==> config.mk <==
export PLATFORM = sky130hd
export DESIGN_NAME = ts_sync_detector_flat
export DESIGN_NICKNAME = d
export VERILOG_FILES = /design/src/rtl/ts_sync_detector_if.sv /design/src/rtl/ts_sync_detector.sv /design/src/flat_wrapper.sv
export SDC_FILE = /design/constraint.sdc
export NUM_CORES = 1
export LEC_CHECK = 0
export ABC_AREA = 1
export CORE_UTILIZATION = 40
export DETAILED_ROUTE_END_ITERATION = 6
export GPL_ROUTABILITY_DRIVEN = 0
export PLACE_DENSITY = 0.71
export SYNTH_ARGS = -nofsm -noshare
export SYNTH_HDL_FRONTEND = slang
export SYNTH_SLANG_ARGS = --single-unit
==> constraint.sdc <==
create_clock -name clk -period 2 [get_ports clk]
set_clock_uncertainty 0.2 [all_clocks]
set_input_delay 0.2 -clock clk [delete_from_list [all_inputs] [get_ports clk]]
set_output_delay 0.2 -clock clk [all_outputs]
set_load 0.02 [all_outputs]
==> src/rtl/ts_sync_detector_if.sv <==
// Byte-stream bundle between a TS channel source and its packet aligner.
// err_count exists only when TS_SYNC_ERR_CNT_EN is defined.
interface ts_sync_detector_if;
    logic [7:0]  byte_in;
    logic        byte_valid;
    logic [7:0]  data_out;
    logic        valid_out;
    logic        sync_out;
    logic        locked;
    logic        sync_err;
`ifdef TS_SYNC_ERR_CNT_EN
    logic [15:0] err_count;
`endif

    modport master (
        output byte_in, byte_valid,
        input  data_out, valid_out, sync_out, locked, sync_err
`ifdef TS_SYNC_ERR_CNT_EN
        , input err_count
`endif
    );

    modport slave (
        input  byte_in, byte_valid,
        output data_out, valid_out, sync_out, locked, sync_err
`ifdef TS_SYNC_ERR_CNT_EN
        , output err_count
`endif
    );
endinterface

==> src/rtl/ts_sync_detector.sv <==
// Per-channel MPEG2-TS aligner: hunt for the sync byte, verify the packet period, lock and flywheel.
// Optional macro TS_SYNC_ERR_CNT_EN adds a saturating 16-bit sync_err counter (err_count).
module ts_sync_detector #(
    parameter int         PKT_LEN    = 188,
    parameter logic [7:0] SYNC_BYTE  = 8'h47,
    parameter int         LOCK_CNT   = 3,
    parameter int         UNLOCK_CNT = 3
) (
    input  logic               clk,
    input  logic               rst,
    ts_sync_detector_if.slave  chan
);
    localparam int PW = $clog2(PKT_LEN);
    localparam int GW = $clog2(LOCK_CNT + 1);
    localparam int MW = $clog2(UNLOCK_CNT + 1);

    localparam logic [PW-1:0] POS_LAST = PW'(PKT_LEN - 1);
    localparam logic [GW-1:0] GOOD_TGT = GW'(LOCK_CNT);
    localparam logic [MW-1:0] MISS_TGT = MW'(UNLOCK_CNT);

    typedef enum logic [1:0] {
        HUNT,
        VERIFY,
        LOCKED
    } state_t;

    state_t        state, state_nxt;
    logic [PW-1:0] pos, pos_nxt;
    logic [GW-1:0] good_cnt, good_nxt;
    logic [MW-1:0] miss_cnt, miss_nxt;
    logic          sync_nxt, err_nxt;

    logic          is_sync, boundary;
    logic [PW-1:0] pos_inc;

    logic [7:0]    data_p1;
    logic          valid_p1, sync_p1, err_p1, locked_p1;

    assign is_sync  = (chan.byte_in == SYNC_BYTE);
    assign boundary = (pos == '0);
    assign pos_inc  = (pos == POS_LAST) ? '0 : pos + PW'(1);

    always_comb begin
        state_nxt = state;
        pos_nxt   = pos;
        good_nxt  = good_cnt;
        miss_nxt  = miss_cnt;
        sync_nxt  = 1'b0;
        err_nxt   = 1'b0;

        if (chan.byte_valid) begin
            unique case (state)
                HUNT: begin
                    if (is_sync) begin
                        good_nxt = GW'(1);
                        pos_nxt  = PW'(1);
                        if (LOCK_CNT == 1) begin
                            state_nxt = LOCKED;
                            sync_nxt  = 1'b1;
                            miss_nxt  = '0;
                        end else begin
                            state_nxt = VERIFY;
                        end
                    end
                end

                VERIFY: begin
                    if (!boundary) begin
                        pos_nxt = pos_inc;
                    end else if (is_sync) begin
                        good_nxt = good_cnt + GW'(1);
                        pos_nxt  = PW'(1);
                        if (good_cnt + GW'(1) >= GOOD_TGT) begin
                            state_nxt = LOCKED;
                            sync_nxt  = 1'b1;
                            miss_nxt  = '0;
                        end
                    end else begin
                        // The failed candidate is dropped; hunting resumes with the next byte.
                        state_nxt = HUNT;
                        good_nxt  = '0;
                        pos_nxt   = '0;
                    end
                end

                LOCKED: begin
                    pos_nxt = pos_inc;
                    if (boundary) begin
                        // Flywheel: the expected boundary is flagged whether or not it matched.
                        sync_nxt = 1'b1;
                        if (is_sync) begin
                            miss_nxt = '0;
                        end else begin
                            err_nxt  = 1'b1;
                            miss_nxt = miss_cnt + MW'(1);
                            if (miss_cnt + MW'(1) >= MISS_TGT) begin
                                state_nxt = HUNT;
                                good_nxt  = '0;
                                miss_nxt  = '0;
                                pos_nxt   = '0;
                            end
                        end
                    end
                end

                default: begin
                    state_nxt = HUNT;
                    good_nxt  = '0;
                    miss_nxt  = '0;
                    pos_nxt   = '0;
                end
            endcase
        end
    end

    // Stage p1: state update and registered outputs, one cycle after acceptance.
    always_ff @(posedge clk) begin
        if (rst) begin
            state     <= HUNT;
            pos       <= '0;
            good_cnt  <= '0;
            miss_cnt  <= '0;
            data_p1   <= '0;
            valid_p1  <= 1'b0;
            sync_p1   <= 1'b0;
            err_p1    <= 1'b0;
            locked_p1 <= 1'b0;
        end else begin
            state     <= state_nxt;
            pos       <= pos_nxt;
            good_cnt  <= good_nxt;
            miss_cnt  <= miss_nxt;
            if (chan.byte_valid) begin
                data_p1 <= chan.byte_in;
            end
            valid_p1  <= chan.byte_valid;
            sync_p1   <= sync_nxt;
            err_p1    <= err_nxt;
            locked_p1 <= (state_nxt == LOCKED);
        end
    end

    assign chan.data_out  = data_p1;
    assign chan.valid_out = valid_p1;
    assign chan.sync_out  = sync_p1;
    assign chan.sync_err  = err_p1;
    assign chan.locked    = locked_p1;

`ifdef TS_SYNC_ERR_CNT_EN
    logic [15:0] err_cnt_p1;

    // Survives loss and reacquisition of lock; only rst clears it.
    always_ff @(posedge clk) begin
        if (rst) begin
            err_cnt_p1 <= '0;
        end else if (err_nxt && (err_cnt_p1 != 16'hFFFF)) begin
            err_cnt_p1 <= err_cnt_p1 + 16'd1;
        end
    end

    assign chan.err_count = err_cnt_p1;
`else
    // Error counter not built.
`endif

endmodule

==> src/flat_wrapper.sv <==
// flat-port wrapper written by rule: the top's interface ports become plain ports
module ts_sync_detector_flat 
#(
    parameter int         PKT_LEN    = 188,
    parameter logic [7:0] SYNC_BYTE  = 8'h47,
    parameter int         LOCK_CNT   = 3,
    parameter int         UNLOCK_CNT = 3
)
  (clk, rst, chan_byte_in, chan_byte_valid, chan_data_out, chan_valid_out, chan_sync_out, chan_locked, chan_sync_err);
  ts_sync_detector_if chan_i ();
  input  logic clk;
  input  logic rst;
  input wire logic [$bits(chan_i.byte_in)-1:0] chan_byte_in;
  input wire logic [$bits(chan_i.byte_valid)-1:0] chan_byte_valid;
  output wire logic [$bits(chan_i.data_out)-1:0] chan_data_out;
  output wire logic [$bits(chan_i.valid_out)-1:0] chan_valid_out;
  output wire logic [$bits(chan_i.sync_out)-1:0] chan_sync_out;
  output wire logic [$bits(chan_i.locked)-1:0] chan_locked;
  output wire logic [$bits(chan_i.sync_err)-1:0] chan_sync_err;
  assign chan_i.byte_in = chan_byte_in;
  assign chan_i.byte_valid = chan_byte_valid;
  assign chan_data_out = chan_i.data_out;
  assign chan_valid_out = chan_i.valid_out;
  assign chan_sync_out = chan_i.sync_out;
  assign chan_locked = chan_i.locked;
  assign chan_sync_err = chan_i.sync_err;
  ts_sync_detector #(.PKT_LEN(PKT_LEN), .SYNC_BYTE(SYNC_BYTE), .LOCK_CNT(LOCK_CNT), .UNLOCK_CNT(UNLOCK_CNT)) u_core (.clk(clk), .rst(rst), .chan(chan_i));
endmodule
==> impl_metrics.yaml <==
power:
  power_density_nw_per_um2: 522.0
  ir_worst_vdd_mv: 0.2852
  p_leak_nw: 0.7774
die:
  rows: 21
  io_pins: 23
  core_area_sq_um: 3442
  start_util: 0.4282
  dieArea_sq_um: 3931
  chipWidth_um: 62.70
  die_h_um: 62.70
cts:
  clkSinkCount: 26
  cts_buffers: 3
  clk_path_buf_depth: 2
  path_clk_slew_ns: 0.09
  clock-root-buffer: "clkbuf_8"
  htree_levels: 1
  cts_resized: 0
  cts_tree: "yes"
  hold_buffers: 0
  worstSkewPairLatency_ns: 0.27
  cts.repair_timing.setup_buffer_count: 0
synth:
  synth_common_cells: "nand2_1, nor2_1, inv_1, dfxtp_1, a21oi_1"
  synth_compound_area_frac: 0.1282
  yosys-mux-area-fraction: 0
  ys.flop_type: "dfxtp_1"
  synth.most_common_cell: "nand2_1"
  yosys.area.top_type: "dfxtp_1"
  synth_cell_types: 26
  synth_top_family_by_area: "simple AND/OR/NAND/NOR gates"
  synth_edf_count: 0
  netlist_instances: 221
  synth.top_cell.area_share: 0.3531
  syn_area_sq_um: 1474
  syn-num-nets: 239
  yosysSeqAreaShare: 0.3531
  ys_top_cells_by_area: "dfxtp_1, nand2_1, nor2_1"
  ys_warn_count: 0
  synthArstFlopShare: 0
  postSynthAreaPerCell_sq_um: 6.669
  synth_adder_area_share: 0.05942
  synth_xor_area_frac: 0
  synthSimpleGateAreaFrac: 0.3616
  ys_ff_latch: 26
grt:
  grt_pass1_vias: 1264
  antenna_found_initial: 0
  grt_pass1_wl_mm: 5.568
  grt-ovfl-total: 0
  grt_use_total: 0.1762
  grt_max_degree: 15
timing:
  fin_crit_sh: 0.9157
  worst_pin_slew_ns: 0.3845
  slew_viol_final: 0
  hold_ws_ns: 0.3036
  grt_setup_unrepaired: "no"
  finalHoldViolations: 0
  setup_viol: 0
  min_period_ns: 1.831
  setup_slack_ns: 0.1686
  slew_headroom: 0.7417
  timing.fmax_ghz: 0.5460
finish:
  diodes: 0
  syn_to_final_growth_pct: 22.84
  final_nets: 266
  drive_above_1_share: 0.1016
  post-route-util: 0.5260
critical_path:
  cp_max_fo: 8
  r2r_slack_ns: 0.17
  path_class: "flop to flop"
  setup.worst_path.start_class: "flop"
  end_kind: "flop"
  cp.required_ns: 1.97
  cp.arrival_ns: 1.80
detailed_routing:
  drtIter0Drc: 37
  drc: 0
  dr.pass1.iters: 5
  via_per_inst: 4.705
  antenna_left: 0
  wire_per_inst_um: 10.89
  route.vias.total: 1374
  wl_mm: 3.181
placement:
  dp_hpwl_mm: 2.404
  io_buffer_count: 22
  place_ws_ns: -0.0003618
worst_hold_path:
  hp-class: "input port to flop"
run_status:
  status: "finished, final reports clean"
run:
  drv_cap: 0
==> state kept, by name, summed over array words and instances, names as in the netlist, 2 cells and up <==
signal / cells
u_core.chan.data_out: 8
u_core.pos: 8
u_core.good_cnt: 2
u_core.miss_cnt: 2
u_core.state: 2
==> cell usage in the layout, fill, tap and decap left out <==
| master | n |
|---|---|
| a21oi_1 | 15 |
| a21oi_2 | 1 |
| a21oi_4 | 1 |
| buf_4 | 5 |
| clkbuf_8 | 3 |
| clkdlybuf4s50_1 | 22 |
| dfxtp_1 | 26 |
| ha_1 | 7 |
| inv_1 | 32 |
| inv_2 | 1 |
| nand2_1 | 45 |
| nand2_2 | 4 |
| nand2_4 | 1 |
| nand3_1 | 11 |
| nand3b_1 | 1 |
| nand4_1 | 4 |
| nor2_1 | 34 |
| nor2_2 | 4 |
| nor2_4 | 1 |
| nor3_1 | 8 |
| nor3_2 | 3 |
| nor4_1 | 1 |
| o211ai_1 | 1 |
| o21ai_0 | 11 |
| o21ai_1 | 2 |
| o21ai_2 | 1 |
| o21bai_1 | 1 |
==> critical path: stages (launching register included) <==
cell and delay (ns):
dfxtp_1 0.40, inv_1 0.09, ha_1 0.30, inv_1 0.14, a21oi_2 0.07, nor2_1 0.17, nand2_2 0.12, nand2_2 0.16
nor2_1 0.07
==> per-layer routing <==
metal  GRT usage  wire length [um]  up-vias
met5           0                 0        -
met4     0.06395                40        0
met3     0.02190               121        4
met2      0.2690              1353       34
met1      0.2517              1665      588
li1            -                 -      748
==> area by class of cell <==
cell class,instances,area [sq um]
well taps,46,57.56
repair buffers,27,257.7
inverters,33,123.9
fillers,343,1632
flip-flops and latches,26,520.5
multi-input cells,157,809.5
clock buffers,3,41.29
==> report_power, final <==
group	internal [mW]	leakage [nW]	switching [mW]
sequential	0.530	0.212	0.00541
clock	0.135	0.0216	0.161
combinational	0.0532	0.544	0.0605
==> logic make-up after synthesis <==
family,count (synthesis)
buffers and inverters,38
adders and majority gates,7
AOI/OAI and AO/OA,33
and+or+nand+nor,117
DFF,26
==> through the flow <==
stage | total power [mW] | instances | cell area [sq um] | setup TNS [ns]
5_1_grt | 0.9934 | 292 | 1810 | 0
2_1_floorplan | 0.6017 | 221 | 1474 | 0
3_3_place_gp | 0.6607 | 289 | 1769 | 0
4_1_cts | 0.9556 | 292 | 1810 | 0
3_5_place_dp | 0.6605 | 289 | 1769 | -0.0003618
6_report | 0.9451 | 292 | 1810 | 0
==> worst paths after layout <==
path	startpoint	end	cells past startpoint
worst max-delay path	u_core.state[0]$_SDFF_PP0_	u_core.pos[2]$_SDFFE_PP0P_	8
worst min-delay path	chan_byte_in[3]	u_core.chan.data_out[3]$_SDFFE_PP0P_	3
worst max register to register	u_core.state[0]$_SDFF_PP0_	u_core.pos[2]$_SDFFE_PP0P_	8
worst min register to register	u_core.chan.data_out[0]$_SDFFE_PP0P_	u_core.chan.data_out[0]$_SDFFE_PP0P_	2
Note: power is estimated with default switching activity, not from simulation.
